===== src/rtl/gpu_pkg.sv =====
// Shared constants and the state encoding for the character-buffer clear/scroll engine.
// Latency: n/a (declarations only).
// Backpressure: n/a.
package gpu_pkg;

    localparam int       GPU_ADDR_W    = 12;
    localparam int       GPU_ROWS      = 30;
    localparam int       COLS_40       = 40;
    localparam int       COLS_80       = 80;
    localparam bit [7:0] GPU_FILL_CHAR = 8'h20;

    typedef enum logic [2:0] {
        ST_IDLE     = 3'd0,
        ST_CLEAR    = 3'd1,
        ST_SCR_RD   = 3'd2,
        ST_SCR_WR   = 3'd3,
        ST_SCR_FILL = 3'd4
    } eng_state_e;

endpackage


===== src/rtl/gpu_buffer_engine_if.sv =====
// Character-buffer port bundle: CPU write request in, shared buffer port out, read data back.
// Latency: n/a (wires only); buf_rdata is valid the cycle after buf_re.
// Backpressure: none in the bundle itself; the CPU path always owns the port when cpu_we is high.
//   master : CPU side + buffer model (drives cpu_*, buf_rdata)
//   slave  : the engine (drives buf_addr/buf_wdata/buf_we/buf_re)
interface gpu_buffer_engine_if #(
    parameter int ADDR_W = gpu_pkg::GPU_ADDR_W
);
    logic [ADDR_W-1:0] cpu_addr;
    logic [7:0]        cpu_wdata;
    logic              cpu_we;
    logic [ADDR_W-1:0] buf_addr;
    logic [7:0]        buf_wdata;
    logic              buf_we;
    logic              buf_re;
    logic [7:0]        buf_rdata;

    modport master (
        output cpu_addr, cpu_wdata, cpu_we, buf_rdata,
        input  buf_addr, buf_wdata, buf_we, buf_re
    );

    modport slave (
        input  cpu_addr, cpu_wdata, cpu_we, buf_rdata,
        output buf_addr, buf_wdata, buf_we, buf_re
    );
endinterface


===== src/rtl/gpu_buf_arbiter.sv =====
// CPU-priority mux for the single buffer port; also produces the engine grant.
// Latency: purely combinational.
// Backpressure: the engine is stalled (eng_gnt_o=0) in every cycle the CPU writes.
//   in : cpu_we_i/cpu_addr_i/cpu_wdata_i, eng_we_i/eng_re_i/eng_addr_i/eng_wdata_i
//   out: buf_addr_o/buf_wdata_o/buf_we_o/buf_re_o, eng_gnt_o
module gpu_buf_arbiter #(
    parameter int ADDR_W = 12
) (
    input  logic              cpu_we_i,
    input  logic [ADDR_W-1:0] cpu_addr_i,
    input  logic [7:0]        cpu_wdata_i,
    input  logic              eng_we_i,
    input  logic              eng_re_i,
    input  logic [ADDR_W-1:0] eng_addr_i,
    input  logic [7:0]        eng_wdata_i,
    output logic [ADDR_W-1:0] buf_addr_o,
    output logic [7:0]        buf_wdata_o,
    output logic              buf_we_o,
    output logic              buf_re_o,
    output logic              eng_gnt_o
);

    always_comb begin
        if (cpu_we_i) begin
            buf_addr_o  = cpu_addr_i;
            buf_wdata_o = cpu_wdata_i;
            buf_we_o    = 1'b1;
            buf_re_o    = 1'b0;
        end else begin
            buf_addr_o  = eng_addr_i;
            buf_wdata_o = eng_wdata_i;
            buf_we_o    = eng_we_i;
            buf_re_o    = eng_re_i;
        end
    end

    assign eng_gnt_o = ~cpu_we_i & (eng_we_i | eng_re_i);

endmodule


===== src/rtl/gpu_buffer_engine.sv =====
// Clear / scroll-up-one-row sequencer sharing the character buffer's CPU port.
// Latency: busy the cycle after a start pulse; clear N cycles, scroll 2*(N-cols)+cols cycles when unstalled.
// Backpressure: any CPU write cycle stalls the engine, which holds state and pointer.
//   Ports: clk, rst (async active-high), mode_80col, clear_start, scroll_start,
//          bus (slave modport: cpu_* in, buf_* out, buf_rdata in), busy, done.
//   Build option: define GPU_SCROLL_EN to build the scroll states; otherwise
//          scroll_start is ignored and buf_re is never asserted.
module gpu_buffer_engine
    import gpu_pkg::*;
#(
    parameter int       ADDR_W    = GPU_ADDR_W,
    parameter int       ROWS      = GPU_ROWS,
    parameter bit [7:0] FILL_CHAR = GPU_FILL_CHAR
) (
    input  logic                clk,
    input  logic                rst,
    input  logic                mode_80col,
    input  logic                clear_start,
    input  logic                scroll_start,
    gpu_buffer_engine_if.slave  bus,
    output logic                busy,
    output logic                done
);

    localparam logic [ADDR_W-1:0] PTR_ONE = ADDR_W'(1);

    eng_state_e        state_q, state_d;
    logic [ADDR_W-1:0] ptr_q, ptr_d;
    logic [ADDR_W-1:0] cols_q, cols_d;
    logic              done_q, done_d;

    logic [ADDR_W-1:0] start_cols;
    logic [ADDR_W-1:0] n_w;
    logic [ADDR_W-1:0] last_w;

    logic              eng_we, eng_re, eng_gnt;
    logic [ADDR_W-1:0] eng_addr;
    logic [7:0]        eng_wdata;

    assign start_cols = mode_80col ? ADDR_W'(COLS_80) : ADDR_W'(COLS_40);
    assign n_w        = ADDR_W'(ROWS) * cols_q;
    assign last_w     = n_w - PTR_ONE;

`ifdef GPU_SCROLL_EN
    logic [7:0]        rdata_q;
    logic              rd_pend_q;
    logic [ADDR_W-1:0] copy_last_w;
    logic [ADDR_W-1:0] fill_base_w;

    assign copy_last_w = n_w - cols_q - PTR_ONE;
    assign fill_base_w = n_w - cols_q;

    // rd_pend_q marks the cycle in which buf_rdata holds the word just read;
    // it is captured then whether or not the write is granted that cycle.
    always_ff @(posedge clk or posedge rst) begin
        if (rst) begin
            rd_pend_q <= 1'b0;
            rdata_q   <= '0;
        end else begin
            rd_pend_q <= eng_re & eng_gnt;
            if (rd_pend_q) begin
                rdata_q <= bus.buf_rdata;
            end
        end
    end
`else
    logic unused_scroll;
    assign unused_scroll = scroll_start ^ (^bus.buf_rdata);
`endif

    // State register
    always_ff @(posedge clk or posedge rst) begin
        if (rst) begin
            state_q <= ST_IDLE;
            ptr_q   <= '0;
            cols_q  <= ADDR_W'(COLS_40);
            done_q  <= 1'b0;
        end else begin
            state_q <= state_d;
            ptr_q   <= ptr_d;
            cols_q  <= cols_d;
            done_q  <= done_d;
        end
    end

    // Next-state logic; start pulses are only looked at in IDLE.
    always_comb begin
        state_d = state_q;
        ptr_d   = ptr_q;
        cols_d  = cols_q;
        done_d  = 1'b0;
        case (state_q)
            ST_IDLE: begin
                if (clear_start) begin
                    state_d = ST_CLEAR;
                    ptr_d   = '0;
                    cols_d  = start_cols;
                end
`ifdef GPU_SCROLL_EN
                else if (scroll_start) begin
                    state_d = ST_SCR_RD;
                    ptr_d   = '0;
                    cols_d  = start_cols;
                end
`endif
            end
            ST_CLEAR: begin
                if (eng_gnt) begin
                    if (ptr_q == last_w) begin
                        state_d = ST_IDLE;
                        done_d  = 1'b1;
                    end else begin
                        ptr_d = ptr_q + PTR_ONE;
                    end
                end
            end
`ifdef GPU_SCROLL_EN
            ST_SCR_RD: begin
                if (eng_gnt) begin
                    state_d = ST_SCR_WR;
                end
            end
            ST_SCR_WR: begin
                if (eng_gnt) begin
                    if (ptr_q == copy_last_w) begin
                        state_d = ST_SCR_FILL;
                        ptr_d   = fill_base_w;
                    end else begin
                        state_d = ST_SCR_RD;
                        ptr_d   = ptr_q + PTR_ONE;
                    end
                end
            end
            ST_SCR_FILL: begin
                if (eng_gnt) begin
                    if (ptr_q == last_w) begin
                        state_d = ST_IDLE;
                        done_d  = 1'b1;
                    end else begin
                        ptr_d = ptr_q + PTR_ONE;
                    end
                end
            end
`endif
            default: state_d = ST_IDLE;
        endcase
    end

    // Engine request, decoded from the registered state and pointer.
    always_comb begin
        eng_we    = 1'b0;
        eng_re    = 1'b0;
        eng_addr  = ptr_q;
        eng_wdata = FILL_CHAR;
        case (state_q)
            ST_CLEAR: eng_we = 1'b1;
`ifdef GPU_SCROLL_EN
            ST_SCR_RD: begin
                eng_re   = 1'b1;
                eng_addr = ptr_q + cols_q;
            end
            ST_SCR_WR: begin
                eng_we    = 1'b1;
                // First write cycle forwards the read word directly so a copy
                // costs two cycles; after a steal the captured copy is used.
                eng_wdata = rd_pend_q ? bus.buf_rdata : rdata_q;
            end
            ST_SCR_FILL: eng_we = 1'b1;
`endif
            default: ;
        endcase
    end

    gpu_buf_arbiter #(.ADDR_W(ADDR_W)) u_arb (
        .cpu_we_i    (bus.cpu_we),
        .cpu_addr_i  (bus.cpu_addr),
        .cpu_wdata_i (bus.cpu_wdata),
        .eng_we_i    (eng_we),
        .eng_re_i    (eng_re),
        .eng_addr_i  (eng_addr),
        .eng_wdata_i (eng_wdata),
        .buf_addr_o  (bus.buf_addr),
        .buf_wdata_o (bus.buf_wdata),
        .buf_we_o    (bus.buf_we),
        .buf_re_o    (bus.buf_re),
        .eng_gnt_o   (eng_gnt)
    );

    assign busy = (state_q != ST_IDLE);
    assign done = done_q;

endmodule


===== src/flat_wrapper.sv =====
// flat-port wrapper written by rule: the top's interface ports become plain ports
module gpu_buffer_engine_flat import gpu_pkg::*;
#(
    parameter int       ADDR_W    = GPU_ADDR_W,
    parameter int       ROWS      = GPU_ROWS,
    parameter bit [7:0] FILL_CHAR = GPU_FILL_CHAR
)
  (clk, rst, mode_80col, clear_start, scroll_start, busy, done, bus_cpu_addr, bus_cpu_wdata, bus_cpu_we, bus_buf_rdata, bus_buf_addr, bus_buf_wdata, bus_buf_we, bus_buf_re);
  gpu_buffer_engine_if #(.ADDR_W(ADDR_W)) bus_i ();
  input  logic clk;
  input  logic rst;
  input  logic mode_80col;
  input  logic clear_start;
  input  logic scroll_start;
  output logic busy;
  output logic done;
  input wire logic [$bits(bus_i.cpu_addr)-1:0] bus_cpu_addr;
  input wire logic [$bits(bus_i.cpu_wdata)-1:0] bus_cpu_wdata;
  input wire logic [$bits(bus_i.cpu_we)-1:0] bus_cpu_we;
  input wire logic [$bits(bus_i.buf_rdata)-1:0] bus_buf_rdata;
  output wire logic [$bits(bus_i.buf_addr)-1:0] bus_buf_addr;
  output wire logic [$bits(bus_i.buf_wdata)-1:0] bus_buf_wdata;
  output wire logic [$bits(bus_i.buf_we)-1:0] bus_buf_we;
  output wire logic [$bits(bus_i.buf_re)-1:0] bus_buf_re;
  assign bus_i.cpu_addr = bus_cpu_addr;
  assign bus_i.cpu_wdata = bus_cpu_wdata;
  assign bus_i.cpu_we = bus_cpu_we;
  assign bus_i.buf_rdata = bus_buf_rdata;
  assign bus_buf_addr = bus_i.buf_addr;
  assign bus_buf_wdata = bus_i.buf_wdata;
  assign bus_buf_we = bus_i.buf_we;
  assign bus_buf_re = bus_i.buf_re;
  gpu_buffer_engine #(.ADDR_W(ADDR_W), .ROWS(ROWS), .FILL_CHAR(FILL_CHAR)) u_core (.clk(clk), .rst(rst), .mode_80col(mode_80col), .clear_start(clear_start), .scroll_start(scroll_start), .bus(bus_i), .busy(busy), .done(done));
endmodule

===== config.mk =====
export PLATFORM = sky130hd
export DESIGN_NAME = gpu_buffer_engine_flat
export DESIGN_NICKNAME = d
export VERILOG_FILES = /design/src/rtl/gpu_pkg.sv /design/src/rtl/gpu_buffer_engine_if.sv /design/src/rtl/gpu_buf_arbiter.sv /design/src/rtl/gpu_buffer_engine.sv /design/src/flat_wrapper.sv
export SDC_FILE = /design/constraint.sdc
export NUM_CORES = 1
export LEC_CHECK = 0
export BUFFER_PORTS_ARGS = -buffer_cell sky130_fd_sc_hd__buf_2
export CORE_ASPECT_RATIO = 0.9
export CORE_MARGIN = 8
export CORE_UTILIZATION = 49
export CTS_BUF_LIST = sky130_fd_sc_hd__clkbuf_8
export DETAILED_ROUTE_END_ITERATION = 6
export HOLD_SLACK_MARGIN = 0.15
export PLACE_DENSITY_LB_ADDON = 0.15
export SLEW_MARGIN = 10
export SYNTH_ARGS = -nofsm -noshare
export SYNTH_HDL_FRONTEND = slang
export SYNTH_HIERARCHICAL = 1
export SYNTH_SLANG_ARGS = --single-unit

===== constraint.sdc =====
create_clock -name clk -period 3.1 [get_ports clk]
set_input_delay 0.465 -clock clk [delete_from_list [all_inputs] [get_ports clk]]
set_output_delay 0.465 -clock clk [all_outputs]
set_load 0.02 [all_outputs]

# --- Word level (Yosys, flattened, before mapping) ---
# Cells that the tools add are included.
word_totals:
  output_inout_bits: 24
  reg_bits: 28
  in_bits: 34
op_classes:
  add_sub_neg: 2
  n_mul: 1
  n_reduce_logical: 6
  muxes: 16
  bitwise: 2
  eq_ne: 6
ops:
  columns: ["cell", "n"]
  rows:
  - ["two-way mux 12 bit", 4]
  - ["case mux 12 bit (2 select lines)", 1]
  - ["adder 12 x 1 -> 12 bit, second input constant", 1]
  - ["equality test 12 bit", 1]
  - ["multiplier 4 x 12 -> 11 bit, first input constant", 1]
  - ["subtractor 12 x 1 -> 12 bit, second input constant", 1]
  - ["two-way mux 3 bit", 3]
  - ["two-way mux 8 bit", 1]
  - ["two-way mux 7 bit", 1]
  - ["case mux 3 bit (2 select lines)", 1]
  - ["two-way mux 1 bit", 5]
  - ["!= test 2 x 1 -> 1 bit, second input constant", 2]
  - ["!= test 2 bit, second input constant", 2]
  - ["AND reduction 4 bit", 1]
  - ["equality test 3 x 1 -> 1 bit, second input constant", 1]
  - ["logical NOT 3 bit", 1]
  - ["AND reduction 3 bit", 1]
  - ["nonzero test 3 bit", 1]
  - ["AND reduction 2 bit", 1]
  - ["nonzero test 2 bit", 1]
  - ["AND 1 bit", 1]
  - ["inverter 1 bit", 1]

# --- Longest topological paths before layout ---
# Gate-level depths: netlist of run 1.
depth:
  ltp_word: 6
  depth_mapped: 10
  depth_no_buf: 8

# --- Hierarchy ---
# Netlist of run 1, hierarchy kept.
by_module_without_submodules:
  columns: ["module", "area_per_inst_um2", "n_inst", "cells_each"]
  rows:
  - ["gpu_buffer_engine", 1042.2, 1, 115]
  - ["gpu_buf_arbiter", 270.3, 1, 25]

# --- Worst setup path before layout of run 1 ---
# OpenSTA, ideal clock, no wires.
synth_timing:
  path_kind: "register to register"
  from: "reg u_core.cols_q[5]"
  to: "reg u_core.ptr_q[6], in the netlist u_core/eng_addr[6]"
  path_buffers: 2
  path_stages_with_launch: 11
  setup_slack_ns: 0.787
  setup_time_ns: 0.095
  arrival_time_ns: 2.217
  synth_period_minus_slack_ns: 2.313
  path_cell_list: "dfstp_2 -> inv_1 -> ha_1 -> or3b_1 -> a211oi_2 -> o21ai_1 -> o21ai_2 -> buf_6 -> buf_12 -> o211ai_1 -> o31ai_1"
synth_via:
  elab_chain_len: 5
synth_rtl:
  columns: ["element", "line", "rtl"]
  rows:
  - ["start: declaration", "gpu_buffer_engine.sv:29", "logic [ADDR_W-1:0] cols_q, cols_d;"]
  - ["start signal: assignment", "gpu_buffer_engine.sv:76", "cols_q <= ADDR_W'(COLS_40);"]
  - ["start signal: assignment", "gpu_buffer_engine.sv:81", "cols_q <= cols_d;"]
  - ["multiplier 4 x 12 -> 11 bit", "gpu_buffer_engine.sv:41", "assign n_w = ADDR_W'(ROWS) * cols_q;"]
  - ["subtractor 12 x 1 -> 12 bit", "gpu_buffer_engine.sv:42", "assign last_w = n_w - PTR_ONE;"]
  - ["equality test 12 bit", "gpu_buffer_engine.sv:109", "if (ptr_q == last_w) begin"]
  - ["!= test 2 bit (no source line)", null, null]
  - ["AND reduction 4 bit (no source line)", null, null]
  - ["end signal: assignment", "gpu_buffer_engine.sv:80", "ptr_q <= ptr_d;"]
  - ["end: declaration", "gpu_buffer_engine.sv:28", "logic [ADDR_W-1:0] ptr_q, ptr_d;"]
# No other way between the ends.
# A chain may end at the register's enable or synchronous reset.

# --- Worst setup path after layout of run 1 ---
layout_timing:
  from: "reg u_core.cols_q[5]"
  to: "reg u_core.ptr_q[10], in the netlist u_core/eng_addr[10]"
# Same word-level chain as after synthesis.

==> results of run 1 <==
## worst max path at each step
stage	startpoint	slack, ps	endpoint
2_1_floorplan	u_core/cols_q[5]$_DFFE_PP1P_	790	u_core/eng_addr[6]$_DFFE_PP0P_
3_3_place_gp	u_core/cols_q[5]$_DFFE_PP1P_	630	u_core/eng_addr[10]$_DFFE_PP0P_
3_5_place_dp	u_core/cols_q[5]$_DFFE_PP1P_	520	u_core/eng_addr[10]$_DFFE_PP0P_
4_1_cts	u_core/cols_q[5]$_DFFE_PP1P_	500	u_core/eng_addr[10]$_DFFE_PP0P_
5_1_grt	u_core/cols_q[5]$_DFFE_PP1P_	390	u_core/eng_addr[8]$_DFFE_PP0P_
6_report	u_core/cols_q[5]$_DFFE_PP1P_	510	u_core/eng_addr[10]$_DFFE_PP0P_
## stage by stage
stage / hold WS (ps) / area (sq um)
detailed placement: 503 / 1560
floorplan: 378 / 1340
global route: 347 / 1610
global placement: 493 / 1560
CTS: 311 / 1610
finish: 285 / 1610
## state kept, by name (all words and copies together), names as in the netlist
register	count
u_core/eng_addr	12
u_core/cols_q	2
u_core/done	1
u_core/state_q	1
## metal layers
metal  routed length (microns)  vias to the layer above
met5                         0                        -
met4                        48                        0
met3                       178                        5
met2                      1570                       26
met1                      1450                      583
li1                          -                      611
## power groups by stage
stage	clock (mW)	sequential, mW	combinational, mW
finish	0.192	0.320	0.288
global placement	0	0.320	0.277
floorplan	0	0.303	0.222
detailed placement	0	0.323	0.290
CTS	0.197	0.318	0.292
global route	0.203	0.326	0.320
## synthesized netlist by cell type (2+ instances only)
library cell / number / share of area
mux2_2: 20 / 0.17
nand2_1: 19 / 0.054
dfrtp_1: 15 / 0.29
o211ai_1: 7 / 0.040
ha_1: 6 / 0.057
nand3_1: 6 / 0.023
o31ai_1: 6 / 0.034
or4_1: 6 / 0.034
inv_1: 5 / 0.014
and3_1: 4 / 0.019
buf_6: 4 / 0.034
o21ai_0: 4 / 0.015
a21oi_1: 3 / 0.011
nor2_1: 3 / 0.0086
nor2b_1: 3 / 0.014
nor3_1: 3 / 0.011
xnor2_1: 3 / 0.020
and2_1: 2 / 0.0095
conb_1: 2 / 0.0057
mux2i_1: 2 / 0.015
or3_1: 2 / 0.0095
xor2_1: 2 / 0.013
## layout make-up
type	count	area [sq um]	area share
multi-input cells	121	853	0.530
inverters	6	22.5	0.0140
clock buffers	4	55.1	0.0342
well taps	28	35.0	0.0218
flip-flops and latches	16	402	0.249
repair buffers	48	243	0.151
## cell families after synthesis
kind of cell | Yosys count | synth area share
AOI/OAI and AO/OA | 25 | 0.133
xor gates and xnor gates | 5 | 0.0334
adders and majority gates | 6 | 0.0572
buffers and inverters | 11 | 0.0667
DFF | 16 | 0.306
muxes | 22 | 0.187
other | 2 | 0.00572
and+or+nand+nor | 53 | 0.211
==> results_dict.tcl, run 1 <==
set metrics [dict create \
    outcome "complete, no violations" \
    grt_busiest_layer "met2" \
    fin_crit_sh 0.836 \
    hold_viol_final 0 \
    cts.sinks 16 \
    clock_path_buffers 2 \
    grt_max_degree 24 \
    finalClockSkew_ps 0.914 \
    yosysSeqAreaShare 0.306 \
    final_nets 236 \
    comb_power_share 0.360 \
    syn-instance-count 140 \
    grtUsageMet1 0.156 \
    met3_usage 0.0405 \
    crit_family "simple AND/OR/NAND/NOR gates" \
    initial_core_util 0.527 \
    path_cells "inv_1 > ha_1 > xor2_1 > and3_1 > o21ai_1 > o21ai_2 > buf_4 > or4_1 > a21oi_1" \
    cp-end-kind "flip-flop" \
    worst-path-stages 9 \
    place_hpwl_microns 2570 \
    post_cts_buffers 0 \
    tns_ps 0 \
    async_flop_share 1.00 \
    clock_latency_ps 250 \
    final_cell_mix "buf_2, mux2_2, nand2_1" \
    port_buffers 47 \
    grtUsageTotal 0.139 \
    synth-edff-count 0 \
    fp.dieH_microns 65.1 \
    cts_resized 0 \
    cp_max_fo 21 \
    swShare 0.378 \
    io-pin-count 58 \
    drive_gt1_frac 0.400 \
    rsz0062_at_grt "no" \
    netlist_area_sq_um 1310 \
    drv_cap 0 \
    arrival_ps 2770 \
    die-area_sq_um 4590 \
    grt_antenna_before_repair 0 \
    critical_path.slowest_cell "dfstp_2" \
    slew_viol_final 0 \
    fin_crit_ps 2590 \
    p_leak_nw 0.754 \
    use_met2 0.245 \
    total_power_uw 800 \
    r2r_end "u_core/eng_addr[10]$_DFFE_PP0P_" \
    setup_ws_ps 507 \
    worst_slew_pin_slew_ps 648 \
    slew_headroom 0.567 \
    wl_per_cell_microns 14.5 \
    h-tree-depth 1 \
    cts_buffers 3 \
    vias_per_cell 5.49 \
    power_density_nw_per_um2 497 \
    min_path_type "input port to async pin" \
    cp-start-kind "flip-flop" \
    cts_tree "yes" \
    reg2reg_setup_slack_ps 510 \
    wl_microns 3240 \
    vias 1225 \
    synth_top_flop_cell "dfrtp_1" \
    row_count 17 \
    grt_pass1_wl_microns 5290 \
    r2r-start "u_core/cols_q[5]$_DFFE_PP1P_" \
    place_ws_ps 518 \
    ys_ff_latch 16 \
    clk_pin_slew_worst_paths_ps 70 \
    fmax_ghz 0.386 \
    root_buffer "clkbuf_8" \
    worstRegToRegCells 9 \
    drtIter0Drc 32 \
    pwr-share-seq 0.400 \
    num_antenna_cells 0 \
    cp.required_ps 3280 \
    p_switching_uw 303 \
    dp.cells 219 \
    drtAntennaViolNets 0 \
    final_util 0.647 \
    timing.critical_path.buf_inv 2 \
    gp_congestion 0.780 \
    holdBufCountCts 0 \
    area_growth_pct 22.7 \
    die_x_microns 70.6 \
    final_cells 223 \
    setup_viol 0 \
    cpPeakStageDelay_ps 560 \
    first_pass_iters 4 \
    nFillCells 225 \
    drc 0 \
    max-vdd-ir-drop_uv 373 \
    final_common_cell "buf_2" \
    power.internal_uw 497 \
    yosys.cell_types.count 35 \
    syn_avg_cell_area_sq_um 9.38 \
    yosysWarnings 6 \
    clockPowerShare 0.240 \
    first_global_vias 1181 \
    grt_overflow_total 0 \
    critPathKind "flip-flop to flip-flop" \
    core_sq_um 2490 \
]
Note: power is estimated with default switching activity, not from simulation.
==> inputs of run 2 (changes only) <==
--- a/config.mk
+++ b/config.mk
@@ -5,10 +5,11 @@
 export SDC_FILE = /design/constraint.sdc
 export NUM_CORES = 1
 export LEC_CHECK = 0
+export ABC_AREA = 1
 export BUFFER_PORTS_ARGS = -buffer_cell sky130_fd_sc_hd__buf_2
 export CORE_ASPECT_RATIO = 0.9
 export CORE_MARGIN = 8
-export CORE_UTILIZATION = 49
+export CORE_UTILIZATION = 52
 export CTS_BUF_LIST = sky130_fd_sc_hd__clkbuf_8
 export DETAILED_ROUTE_END_ITERATION = 6
 export HOLD_SLACK_MARGIN = 0.15
==> constraint.sdc (replaced) <==
create_clock -name clk -period 2.6 [get_ports clk]
set_input_delay 0.39 -clock clk [delete_from_list [all_inputs] [get_ports clk]]
set_output_delay 0.39 -clock clk [all_outputs]
set_load 0.02 [all_outputs]
==> results_dict.tcl, run 2 <==
set metrics [dict create \
    outcome "complete, no violations" \
    yosys.cell_types.count 27 \
    multiInputGateArea_sq_um 1150 \
    syn_avg_cell_area_sq_um 6.82 \
    hold_viol_final 0 \
    largest_reg_flops 12 \
    grt_overflow_total 0 \
    synth_top_area_cell "dfrtp_1" \
    cp-end-kind "flip-flop" \
    cp_common_cell "nand2_1" \
    drv_cap 0 \
    cts_tree "yes" \
    critical_path.slowest_cell "dfstp_2" \
    fin_hold_ws_ps 189 \
    fmax_ghz 0.470 \
    area_growth_pct 19.2 \
    path_cells "inv_1 > ha_1 > nand2_1 > nand2_1 > nor2_1 > nand3_1 > nor2_4 > nand2_4 > nand2_4 > nand2_2 > nand2_1 > nand2_1" \
    die-area_sq_um 5330 \
    finalClockSkew_ps 3.00 \
    vias 1619 \
    grt_antenna_before_repair 0 \
    fin_crit_sh 0.819 \
    vias_per_cell 4.72 \
    place_hpwl_microns 2990 \
    initial_core_util 0.547 \
    root_buffer "clkbuf_8" \
    min_path_type "input port to async pin" \
    netlist_area_sq_um 1690 \
    syn-instance-count 248 \
    cp-start-kind "flip-flop" \
    io-pin-count 58 \
    fp.dieH_microns 70.1 \
    power_density_nw_per_um2 514 \
    yosysWarnings 6 \
    wl_microns 3810 \
    tns_ps 0 \
    synth_top_flop_cell "dfrtp_1" \
    cts_buffers 3 \
    cpPeakStageDelay_ps 560 \
    num_antenna_cells 0 \
    row_count 19 \
    drc 0 \
    cp_max_fo 13 \
    worstRegToRegCells 12 \
    synth_area_leaders "dfrtp_1, nand2_1, nand2_4" \
    clk_pin_slew_worst_paths_ps 60 \
    clock_path_buffers 2 \
    r2r-start "u_core/cols_q[5]$_DFFE_PP1P_" \
    grt_max_degree 23 \
    slew_headroom 0.608 \
    setup_viol 0 \
    cts.sinks 16 \
    synth_most_common_cell "nand2_1" \
    arrival_ps 2270 \
    core_sq_um 3090 \
    first_global_vias 1565 \
    max-vdd-ir-drop_uv 463 \
    first_pass_iters 4 \
    cts_resized 0 \
    wl_per_cell_microns 11.1 \
    gp_congestion 0.884 \
    drtAntennaViolNets 0 \
    rsz0062_at_grt "no" \
    h-tree-depth 1 \
    async_flop_share 1.00 \
    yosysSeqAreaShare 0.238 \
    final_nets 342 \
    ff_latch_area_sq_um 402 \
    nFillCells 283 \
    die_x_microns 76.1 \
    port_buffers 47 \
    clock_latency_ps 250 \
    grt_pass1_wl_microns 7030 \
    p_leak_nw 1.22 \
    final_common_cell "nand2_1" \
    slew_viol_final 0 \
    synth_common_cells "nand2_1, nor2_1, nand2_2, nand2_4, inv_1" \
    yosys.area.top_type_share 0.222 \
    ys_ff_latch 16 \
    cp.required_ps 2740 \
    fin_crit_ps 2130 \
    synth-edff-count 0 \
    r2r_end "u_core/eng_addr[11]$_DFFE_PP0P_" \
    grtUsageTotal 0.153 \
    holdBufCountCts 0 \
    drive_gt1_frac 0.352 \
    final_cell_mix "nand2_1, buf_2, nor2_1" \
    drtIter0Drc 64 \
    critPathKind "flip-flop to flip-flop" \
    reg2reg_setup_slack_ps 470 \
    post_cts_buffers 0 \
    worst_slew_pin_slew_ps 587 \
]
## run 2: worst max-delay path by stage
stage | slack [ps] | end | start
3_3_place_gp | 480 | u_core/eng_addr[5]$_DFFE_PP0P_ | u_core/cols_q[5]$_DFFE_PP1P_
4_1_cts | 450 | u_core/eng_addr[11]$_DFFE_PP0P_ | u_core/cols_q[5]$_DFFE_PP1P_
5_1_grt | 240 | u_core/eng_addr[11]$_DFFE_PP0P_ | u_core/cols_q[5]$_DFFE_PP1P_
6_report | 470 | u_core/eng_addr[11]$_DFFE_PP0P_ | u_core/cols_q[5]$_DFFE_PP1P_
3_5_place_dp | 460 | u_core/eng_addr[2]$_DFFE_PP0P_ | u_core/cols_q[5]$_DFFE_PP1P_
2_1_floorplan | 790 | u_core/eng_addr[11]$_DFFE_PP0P_ | u_core/cols_q[5]$_DFFE_PP1P_
## run 2: cells by family after synthesis
family / share of synthesized area
AO/OA/AOI/OAI: 0.0244
XOR/XNOR: 0.0155
adder cells (fa/ha/maj): 0.0444
buffers and inverters: 0.0962
flip-flops: 0.238
other: 0.00444
AND/OR/NAND/NOR: 0.577
## run 2: layout make-up
type | instances | area share
timing repair buffer | 48 | 0.127
multi-input combinational | 207 | 0.572
clock buffer | 4 | 0.0273
tap | 42 | 0.0261
sequential | 16 | 0.199
inverter | 26 | 0.0484
## run 2: report_power, final
group | internal (mW) | switching [mW] | total, mW
combinational | 0.169 | 0.255 | 0.424
sequential | 0.293 | 0.0996 | 0.393
clock | 0.134 | 0.0852 | 0.220
## run 2: worst max-delay path: cells and delay by family, from the launching register on
family	cells	cell delay, ps
flip-flops	1	560
adder cells (fa/ha/maj)	1	350
AND/OR/NAND/NOR	10	1000
buffers and inverters	1	110
## run 2: through the flow
| step | util | instance area [sq um] | setup WS, ps | total power [mW] | cells |
|---|---|---|---|---|---|
| after global placement | 0.634 | 1960 | 480 | 0.816 | 339 |
| after CTS | 0.652 | 2010 | 454 | 1.05 | 343 |
| final | 0.652 | 2010 | 470 | 1.04 | 343 |
| after global routing | 0.652 | 2010 | 244 | 1.13 | 343 |
| after floorplan | - | 1720 | 789 | 0.715 | 255 |
| after detailed placement | 0.634 | 1960 | 462 | 0.823 | 339 |
## run 2: routing by layer
layer  track usage  wire (microns)
met5             0               0
met4        0.0618              47
met3        0.0294             156
met2         0.260            1800
met1         0.183            1810
